<file path="src/rtl/alu16_arbiter.sv">
// Round-robin arbiter that shares one combinational 16-bit ALU between two requesters.
// One operation in flight: IDLE accepts, EXEC waits for the ALU to settle, RESP holds the result.
module alu16_arbiter #(
   parameter int EXEC_CYCLES = 1,
   parameter int DIV_CYCLES  = 4
) (
   input  logic        clk,
   input  logic        rst,
   input  logic        req0_valid,
   output logic        req0_ready,
   input  logic [4:0]  req0_op,
   input  logic [15:0] req0_a,
   input  logic [15:0] req0_b,
   input  logic        req1_valid,
   output logic        req1_ready,
   input  logic [4:0]  req1_op,
   input  logic [15:0] req1_a,
   input  logic [15:0] req1_b,
   output logic        rsp0_valid,
   input  logic        rsp0_ready,
   output logic [15:0] rsp0_data,
   output logic        rsp0_err,
   output logic        rsp1_valid,
   input  logic        rsp1_ready,
   output logic [15:0] rsp1_data,
   output logic        rsp1_err,
   output logic [15:0] alu_a,
   output logic [15:0] alu_b,
   output logic [4:0]  alu_ctrl,
   input  logic [15:0] alu_result,
   output logic        busy,
   output logic [1:0]  fsm_state
);

   // Handshakes: a transfer happens on a rising edge where valid && ready are both high.
   // Requesters hold valid and fields until ready; response regs hold until rspN_ready.

   localparam int MAXC = (DIV_CYCLES > EXEC_CYCLES) ? DIV_CYCLES : EXEC_CYCLES;
   localparam int CW   = (MAXC > 1) ? $clog2(MAXC) : 1;

   typedef enum logic [1:0] {IDLE = 2'd0, EXEC = 2'd1, RESP = 2'd2} state_t;

   state_t          state;
   logic            last;
   logic            id;
   logic [CW-1:0]   cnt;
   logic            grant;
   logic            accept;
   logic [4:0]      sel_op;
   logic [15:0]     sel_a;
   logic [15:0]     sel_b;
   logic [15:0]     cap_data;
   logic            cap_err;
   logic            rsp_take;

   function automatic logic is_divmod(input logic [4:0] op);
      return (op == 5'b00111) || (op == 5'b01001);
   endfunction

   function automatic logic is_illegal(input logic [4:0] op);
      return (op == 5'b00110) || (op == 5'b01011) || (op >= 5'b10010);
   endfunction

   // A lone requester always wins; on a tie the port not served last goes first.
   always_comb begin
      grant = req1_valid;
      if (req0_valid && req1_valid) grant = ~last;
   end

   assign accept     = (state == IDLE) && !rst && (req0_valid || req1_valid);
   assign req0_ready = accept && !grant;
   assign req1_ready = accept && grant;

   assign sel_op = grant ? req1_op : req0_op;
   assign sel_a  = grant ? req1_a  : req0_a;
   assign sel_b  = grant ? req1_b  : req0_b;

   // Error cases replace whatever the ALU produced.
   always_comb begin
      cap_data = alu_result;
      cap_err  = 1'b0;
      if (is_illegal(alu_ctrl) || (is_divmod(alu_ctrl) && alu_b == 16'd0)) begin
         cap_data = 16'd0;
         cap_err  = 1'b1;
      end
   end

   assign rsp_take  = id ? rsp1_ready : rsp0_ready;
   assign busy      = (state != IDLE);
   assign fsm_state = state;

   always_ff @(posedge clk) begin
      if (rst) begin
         state      <= IDLE;
         last       <= 1'b1;
         id         <= 1'b0;
         cnt        <= '0;
         alu_a      <= 16'd0;
         alu_b      <= 16'd0;
         alu_ctrl   <= 5'd0;
         rsp0_valid <= 1'b0;
         rsp0_data  <= 16'd0;
         rsp0_err   <= 1'b0;
         rsp1_valid <= 1'b0;
         rsp1_data  <= 16'd0;
         rsp1_err   <= 1'b0;
      end else begin
         case (state)
            IDLE: begin
               if (accept) begin
                  alu_a    <= sel_a;
                  alu_b    <= sel_b;
                  alu_ctrl <= sel_op;
                  id       <= grant;
                  cnt      <= is_divmod(sel_op) ? CW'(DIV_CYCLES - 1) : CW'(EXEC_CYCLES - 1);
                  state    <= EXEC;
               end
            end
            EXEC: begin
               if (cnt == '0) begin
                  if (id) begin
                     rsp1_valid <= 1'b1;
                     rsp1_data  <= cap_data;
                     rsp1_err   <= cap_err;
                  end else begin
                     rsp0_valid <= 1'b1;
                     rsp0_data  <= cap_data;
                     rsp0_err   <= cap_err;
                  end
                  state <= RESP;
               end else begin
                  cnt <= cnt - 1'b1;
               end
            end
            RESP: begin
               if (rsp_take) begin
                  if (id) rsp1_valid <= 1'b0;
                  else    rsp0_valid <= 1'b0;
                  last  <= id;
                  state <= IDLE;
               end
            end
            default: state <= IDLE;
         endcase
      end
   end

endmodule

</file>
<file path="config.mk">
export PLATFORM = sky130hd
export DESIGN_NAME = alu16_arbiter
export DESIGN_NICKNAME = d
export VERILOG_FILES = /design/src/rtl/alu16_arbiter.sv
export SDC_FILE = /design/constraint.sdc
export NUM_CORES = 1
export LEC_CHECK = 0
export BUFFER_PORTS_ARGS = -buffer_cell sky130_fd_sc_hd__clkbuf_2
export CAP_MARGIN = 15
export CORE_MARGIN = 2
export CORE_UTILIZATION = 51
export DETAILED_ROUTE_END_ITERATION = 6
export GPL_ROUTABILITY_DRIVEN = 0
export PLACE_DENSITY_LB_ADDON = 0.12
export SLEW_MARGIN = 15
export SYNTH_ARGS = -nofsm -noshare
export SYNTH_HDL_FRONTEND = slang
export SYNTH_SLANG_ARGS = --single-unit
</file>
<file path="constraint.sdc">
create_clock -name clk -period 3 [get_ports clk]
set_input_delay 0.6 -clock clk [delete_from_list [all_inputs] [get_ports clk]]
set_output_delay 0.6 -clock clk [all_outputs]
set_load 0.05 [all_outputs]
</file>
[After elaboration in Yosys (flattened, before gate mapping)]
Index checks and enable logic that the tools add are counted.
Cells by class
  bitwise logic cells: 2
  mux-type cells: 25
  shift-type cells: 0
  eq/ne operators: 16
  div/mod/pow operators: 0
  $mul: 0
  $add $sub $neg: 1
  reductions and logical operators: 28
  magnitude comparators: 1
Operator list (count)
  16-bit two-way mux: 3
  16-bit logical NOT: 1
  2-bit inequality test (second input constant): 8
  5-bit by 3-bit == test with 1-bit output (second input constant): 3
  5-bit by 4-bit == test with 1-bit output (second input constant): 3
  2-bit two-way mux: 6
  3-bit AND reduction: 4
  1-bit two-way mux: 11
  5-bit AND reduction: 2
  1-bit logical AND: 6
  1-bit logical OR: 6
  2-bit case mux with 3 select lines: 1
  2-bit nonzero test: 3
  5-bit greater-or-equal comparator (second input constant): 1
  5-bit two-way mux: 1
  2-bit logical NOT: 2
  1-bit case mux with 2 select lines: 2
  2-bit case mux with 2 select lines: 1
  2-bit AND reduction: 2
  2-bit by 1-bit == test with 1-bit output (second input constant): 1
  2-bit == test (second input constant): 1
  1-bit logical NOT: 2
  1-bit NOT: 2
  2-bit by 1-bit subtractor with 2-bit output (second input constant): 1
Word-level totals
  word-level logic and storage cells: 86
  bits in read-only memories: 0
  input port bits: 96
  RAM bits: 0
  memories kept: 0
  flip-flop bits (word level): 79
  output and inout port bits: 78
  bits in latches: 0

[Depth between registers and ports, before layout]
Gate-level depths: netlist of run 1.
  word-level depth: 8
  mapped depth: 8
  depth with buffers taken out: 6

[Worst setup path after synthesis of run 1]
OpenSTA, ideal clock, no wires.
  path kind: input to output
  start point: in req1_valid
  end point: out req0_ready
  data arrival time: 2552 ps
  buffers on the path: 2
  stages: 4
  path slack: -152 ps
  cell sequence: a21boi_0 -> buf_2 -> buf_2 -> nor4_1
On the way
  cells in the longest elaborated chain, start to end: 4
  elaborated cells between the ends (all ways): 6
  those cells by class: 1 x mux; 5 x reduce/logical
RTL lines
  start, declared: line 14  | input logic req1_valid,
  1-bit logical AND: line 67  | if (req0_valid && req1_valid) grant = ~last;
  1-bit two-way mux: line 67
  1-bit logical NOT: line 71  | assign req0_ready = accept && !grant;
  1-bit logical AND *: line 71
  end, declared: line 10  | output logic req0_ready,
Mark *: on every way between the ends. The rest lies on a longest branch, timed or not.

[Final worst setup path of run 1]
  start point: in rst
  end point: out req0_ready
On the way
  cells in the longest elaborated chain, start to end: 4
RTL lines
  start, declared: line 8  | input logic rst,
  1-bit logical NOT: line 70  | assign accept = (state == IDLE) && !rst && (req0_valid || req1_valid);
  1-bit logical AND (2 in a row): line 70
  1-bit logical AND: line 71
Every way passes these cells.

==> metrics.md, run 1 <==
| Metric | Value |
|---|---|
| Status | `finished clean` |
| CP max FO | `23` |
| Type of the most critical hold path | `flip-flop to flip-flop` |
| Post-synth EDFFs | `0` |
| Drt via density | `roughly 5.4` |
| Worst path depth | `3` |
| Vias | `~3400` |
| Deepest clock path buffer count | `2` |
| Layout cell share with drive strength beyond 1 | `0.4403` |
| Max cap viols | `0` |
| Predominant post-synthesis flop cell | `dfxtp_1` |
| Post-layout net count | `between 600 and 700` |
| CP Capture Type | `output pin` |
| Crit share post-route | `0.7292` |
| Sequential-to-total area share from yosys stat | `0.4195` |
| Post-CTS Setup Repair Bufs | `0` |
| Vias in the first global route | `3247` |
| Clock latency on the worst-skew pair | `approximately 0.34 ns` |
| Startpoint Class | `input pin` |
| RSZ-0062 raised after global routing | `false` |
| Io pins | `174` |
| CTS Buf Count | `9` |
| Clock Skew | `roughly 0.012 ns` |
| Worst Tran Pin Value | `slightly below 0.7 ns` |
| Slew headroom | `0.5477` |
| Syn-to-layout area delta | `28.28%` |
| Data arrival, critical path | `between 1.5 and 2 ns` |
| Dpl cells | `between 600 and 700` |
| DR WL/cell | `14.26 µm` |
| 1st-iter DRT viols | `roughly 110` |
| CTS resizes | `0` |
| Lkg Pwr | `2.341 nW` |
| CP max stage delay | `0.36 ns` |
| Crit-path cells | `clkbuf_2, nor4_2, clkbuf_2` |
| Setup tns final | `0 ns` |
| # DRC | `0` |
| Clk sinks | `79` |
| Yosys warnings | `0` |
| Ant. Diodes | `0` |
| Seq cells post-synth | `79` |
| Routed Antenna Nets | `0` |
| Top delay family on crit path | `buffers and inverters` |
| Post-Syn Nets | `~470` |
| Total number of H-tree levels | `3` |
| Largest net degree at the start of global routing | `slightly below 80` |
| WHS Path Cells | `2` |
| Slew Viols, Final | `0` |
| Filler cell count | `between 600 and 700` |
| CTS tree | `done` |
| Slowest-stage cell, CP | `nor4_2` |
| WS Path Type | `input pin to output pin` |
| Core area | `between 7000 and 8000 µm²` |
| Pwr per Cell Area | `roughly 630 nW/µm²` |
| Die Area | `approximately 8100 µm²` |
| All-layer global routing usage | `0.2224` |
| CP bufs+invs | `2` |
| Row count | `31` |
| Endpoints failing setup | `0` |
| CTS clk-pin slew, worst paths | `about 0.07 ns` |
| CTS root buf | `clkbuf_8` |
| Syn Area/Cell | `approximately 10 µm²` |
| Initial antenna violation count | `0` |
| Drt pass-1 iters | `4` |
| Async S/R FF share, synth | `0` |
| GR Overflow Total | `0` |
| VDD IR max | `between 500 and 600 µV` |
| Detailed Route WL | `approximately 9100 µm` |
| Final Hold Vio Count | `0` |
| Most used cell, CP | `clkbuf_2` |
| Syn Inst Count | `roughly 380` |
| Tmin final | `2.188 ns` |
| Hold buffers post-CTS | `0` |
| Post-route insts no fill | `approximately 640` |
| Area of the mapped netlist | `roughly 3800 µm²` |
| DIE HEIGHT | `89.98 µm` |
| Worst EP required | `between 2 and 2.5 ns` |
| HPWL Detailed | `6473 µm` |
| Die Wd | `around 90 µm` |
| Initial Util | `0.5225` |
| Max frequency | `between 400 and 500 MHz` |
| First-pass GRT wire length | `~15000 µm` |
| # port buffers | `~170` |
| Reg2Reg Depth | `5` |
| Synth unique cells | `38` |
cells in the mapped netlist, types with 2 or more instances:
cell      number  share of area
o311a_1        2         0.0053
a211oi_1      37          0.074
nand2b_1       2         0.0033
inv_1          5         0.0050
a21oi_1       10          0.013
nor4_1         4         0.0066
nor2b_1        2         0.0033
nand3b_1       3         0.0060
mux2i_1       38           0.10
buf_4          5          0.010
o21ai_0        4         0.0053
clkbuf_1      13          0.013
nand2_1       23          0.023
nor2_1        44          0.044
nand3_1       34          0.045
buf_2         12          0.016
and3b_1        2         0.0046
dfxtp_1       79           0.42
nor3b_1        3         0.0060
buf_6          6          0.018
o41ai_2       32           0.14
worst reg2reg max path, cell delays in order, from the launching register on:
cell	delay, ns
dfxtp_1	0.33
nor4_1	0.36
nand3_1	0.20
nor3_4	0.20
buf_4	0.47
o41ai_2	0.17
worst paths after layout:
check / endpoint / from / slack (ns)
worst max-delay path: req0_ready / rst / 0.81
worst min-delay path: rsp1_valid / rsp1_valid / 0.47
worst max register to register: rsp1_data[12] / alu_b[9] / 1.13
worst min register to register: rsp1_valid / rsp1_valid / 0.47
final cells by class:
type                    count  area (µm²)  area share
multi-input cells         255        1971      0.4075
flip-flops and latches     79        1582      0.3270
repair buffers            181       925.9      0.1915
clock buffers              11       141.4     0.02924
well taps                  99       123.9     0.02561
clock inverters             4       70.07     0.01449
inverters                   6       22.52    0.004657
layer usage:
metal / vias to the layer above / global-route usage / part of all wire
met5: - / 0 / 0
li1: 1720 / - / -
met3: 16 / 0.04443 / 0.051
met4: 0 / 0.08077 / 0.020
met1: 1567 / 0.2995 / 0.46
met2: 123 / 0.3567 / 0.47
where the power goes:
group	leakage, nW	switching (mW)	total (mW)	internal, mW
Clock	0.109	0.366	0.851	0.485
Combinational	1.58	0.678	0.938	0.261
Sequential	0.649	0.0800	1.23	1.15
flip-flops by register name, indices dropped and copies added (netlist names), 2 cells and up:
name       count
alu_b         16
rsp0_data     16
rsp1_data     16
alu_ctrl       5
alu_a         16
fsm_state      2
cnt            2
kinds of logic (layout without fill, tap and decap cells):
group | after synthesis | after routing | share of synthesized area
fa+ha+maj | 1 | 1 | 0.003318
flops | 79 | 79 | 0.4195
buf+inv | 43 | 202 | 0.06372
mux | 38 | 38 | 0.1009
compound gates | 90 | 90 | 0.2466
simple gates | 126 | 126 | 0.1659
metrics by stage:
step | area [µm²] | setup slack, ns | util | hold WS [ns] | power (mW)
finish | 4836 | 0.8124 | 0.6703 | 0.4681 | 3.023
global route | 4836 | 0.6989 | 0.6703 | 0.5032 | 3.170
CTS | 4836 | 0.8187 | 0.6703 | 0.4733 | 3.043
detailed placement | 4624 | 0.8239 | 0.6410 | 0.4580 | 2.199
global placement | 4624 | 0.8319 | 0.6410 | 0.4534 | 2.183
floorplan | 3776 | 0.4226 | - | 0.4895 | 1.983
placed cells by master (no fill, tap or decap), types with 2 or more instances in the layout:
| cell type | instances |
|---|---|
| a211oi_1 | 37 |
| buf_4 | 8 |
| dfxtp_1 | 79 |
| o41ai_2 | 32 |
| nand3b_1 | 3 |
| o311a_1 | 2 |
| nand2_1 | 23 |
| nand3_1 | 34 |
| mux2i_1 | 38 |
| clkinv_2 | 2 |
| nand2b_1 | 2 |
| nor2_1 | 44 |
| a21oi_1 | 10 |
| nor4_1 | 3 |
| o21ai_0 | 4 |
| inv_1 | 5 |
| and3b_1 | 2 |
| clkbuf_2 | 173 |
| nor3b_1 | 3 |
| clkbuf_8 | 10 |
| nor2b_1 | 2 |
| bufinv_16 | 2 |
(Power assumes the default switching activity.)
==> run 2: changes to the inputs <==
--- a/config.mk
+++ b/config.mk
@@ -8,7 +8,7 @@
 export BUFFER_PORTS_ARGS = -buffer_cell sky130_fd_sc_hd__clkbuf_2
 export CAP_MARGIN = 15
 export CORE_MARGIN = 2
-export CORE_UTILIZATION = 51
+export CORE_UTILIZATION = 42
 export DETAILED_ROUTE_END_ITERATION = 6
 export GPL_ROUTABILITY_DRIVEN = 0
 export PLACE_DENSITY_LB_ADDON = 0.12
==> constraint.sdc (replaced) <==
create_clock -name clk -period 1.89 [get_ports clk]
set_input_delay 0.378 -clock clk [delete_from_list [all_inputs] [get_ports clk]]
set_output_delay 0.378 -clock clk [all_outputs]
set_load 0.05 [all_outputs]
==> run 2 against run 1 <==
Net effect: die area rose by 20%; sequential power rose by 59%; flip-flop and latch count is the same; routed wire length rose by 3.7%; core utilization down 10 points; combinational power rose by 66%; clock skew fell by 0.0018 ns; non-clock buffer count rose by 5; sequential share of layout area decreased by 0.81 points; worst setup slack worse by 0.69 ns; power increased by 57%; critical endpoint is now req1_ready; largest power group unchanged.
==> metrics.md, run 2 (synthesis gave the netlist of run 1 again) <==
| Metric | Value |
|---|---|
| Detailed Route WL | `between 9000 and 10000 µm` |
| Storage element area | `1584 µm²` |
| Gr busiest metal | `met2` |
| Pwr per Cell Area | `955.3 nW/µm²` |
| Vias | `about 3400` |
| Type of the most critical hold path | `input pin to flip-flop` |
| Most frequent cells in the layout | `171 x clkbuf_2, 77 x dfxtp_1, 44 x nor2_1` |
| WHS Path Cells | `3` |
| Setup crit start | `fsm_state[0]` |
| Worst r2r dst | `cnt[0]` |
| Hold buffers post-CTS | `0` |
| Critical R2R Launch | `cnt[1]` |
| VDD IR max | `about 620 µV` |
| Post-route insts no fill | `650` |
| P_sw | `1.838 mW` |
| Vias in the first global route | `between 3000 and 4000` |
| Power Total | `around 4.7 mW` |
| Initial Util | `0.4323` |
| CTS root buf | `clkbuf_8` |
| Core area | `8721 µm²` |
| Final Hold Vio Count | `0` |
| Total number of H-tree levels | `3` |
| Clk sinks | `79` |
| Met2 global-route usage | `0.3176` |
| CTS tree | `done` |
| # port buffers | `173` |
| Ant. Diodes | `0` |
| RSZ-0062 raised after global routing | `false` |
| 1st-iter DRT viols | `between 100 and 150` |
| Launch point of the worst hold path | `alu_result[5]` |
| Post-layout net count | `roughly 630` |
| Syn-to-layout area delta | `31.73%` |
| Internal Power | `2.906 mW` |
| DIE HEIGHT | `~100 µm` |
| Filler cell count | `~800` |
| Worst Tran Pin Value | `between 0.3 and 0.4 ns` |
| Final WS setup | `roughly 0.12 ns` |
| Worst Setup EP | `req1_ready` |
| Row count | `34` |
| Layout cell share with drive strength beyond 1 | `0.4520` |
| Data arrival, critical path | `~1.4 ns` |
| DR WL/cell | `between 10 and 15 µm` |
| Dpl cells | `634` |
| Lkg Pwr | `around 2.4 nW` |
| Die Wd | `98.74 µm` |
| GR Overflow Total | `0` |
| Met3 Use GR | `0.05532` |
| Max cap viols | `0` |
| Sequential power share | `0.412` |
| Tmin final | `~1.8 ns` |
| Switching Fraction | `0.3875` |
| # DRC | `0` |
| CP Capture Type | `output pin` |
| Startpoint Class | `flip-flop` |
| Io pins | `roughly 170` |
| Deepest clock path buffer count | `2` |
| Routed Antenna Nets | `0` |
| Slew headroom | `0.7388` |
| Crit share post-route | `0.9374` |
| Comb pwr share | `0.329` |
| CP max FO | `8` |
| R2R Setup Slk | `0.27 ns` |
| Power share of the clock group | `0.259` |
| Clock latency on the worst-skew pair | `between 0.3 and 0.4 ns` |
| Dpl ws | `roughly 0.13 ns` |
| All-layer global routing usage | `0.1913` |
| Finished Core Util | `0.5694` |
| Max frequency | `roughly 560 MHz` |
| Endpoints failing setup | `0` |
| Die Area | `between 9000 and 10000 µm²` |
| CTS clk-pin slew, worst paths | `~0.080 ns` |
| WS Path Type | `flip-flop to output pin` |
| Worst hold slack | `approximately 0.31 ns` |
| Initial antenna violation count | `0` |
| First-pass GRT wire length | `about 15000 µm` |
| Slew Viols, Final | `0` |
| Most common cell after layout, fill and taps aside | `clkbuf_2` |
| Reg2Reg Depth | `6` |
| Status | `finished clean` |
| CTS Buf Count | `9` |
| Largest net degree at the start of global routing | `77` |
| Drt via density | `around 5.2` |
| Area of the multi-input gates | `1987 µm²` |
| HPWL Detailed | `roughly 6700 µm` |
| Clock Skew | `just over 0.01 ns` |
| Drt pass-1 iters | `5` |
| Worst EP required | `~1.5 ns` |
| GRT met1 Usage | `0.2459` |
-- run 2: worst min path at each step --
| stage | end | slack, ns |
|---|---|---|
| 2_1_floorplan | cnt[1] | 0.49 |
| 3_3_place_gp | rsp0_valid | 0.44 |
| 3_5_place_dp | rsp1_valid | 0.45 |
| 4_1_cts | rsp1_data[5] | 0.29 |
| 5_1_grt | rsp1_data[10] | 0.30 |
| 6_report | rsp1_data[5] | 0.31 |
-- run 2: power by group through the flow --
stage                     Sequential [mW]  Combinational (mW)  Clock, mW
after floorplan                      2.51               0.642          0
after global placement               1.99                1.55          0
after detailed placement             1.99                1.57          0
after CTS                            1.96                1.58       1.27
after global routing                 1.98                1.67       1.33
final                                1.95                1.56       1.23
-- run 2: timing repair --
action	CTS	global route
endpoints found under the setup margin	1	2
gates resized for setup	1	5
pin swaps	0	0
buffers inserted	0	0
gates cloned	0	0
-- run 2: through the flow --
stage,instance area [µm²],TNS (ns)
final,4966,0
after global routing,4966,0
after CTS,4959,0
after detailed placement,4766,0
after global placement,4766,0
after floorplan,3792,-0.02622
-- run 2: metal layers --
| metal | wire length (µm) | share of wire |
|---|---|---|
| met1 | 4186 | 0.45 |
| met4 | 63 | 0.0067 |
| met2 | 4570 | 0.49 |
| met5 | 0 | 0 |
| met3 | 567 | 0.060 |
-- run 2: worst max-delay path, stage by stage (launching register included) --
cell	delay, ns
dfxtp_2	0.38
nor3_4	0.25
and3_2	0.20
clkbuf_4	0.22
-- run 2: area by class of cell --
cell class,instances,area share
flip-flops and latches,79,0.3190
multi-input cells,255,0.4001
well taps,108,0.02721
clock inverters,5,0.01184
inverters,6,0.004535
repair buffers,186,0.2109
clock buffers,11,0.02646
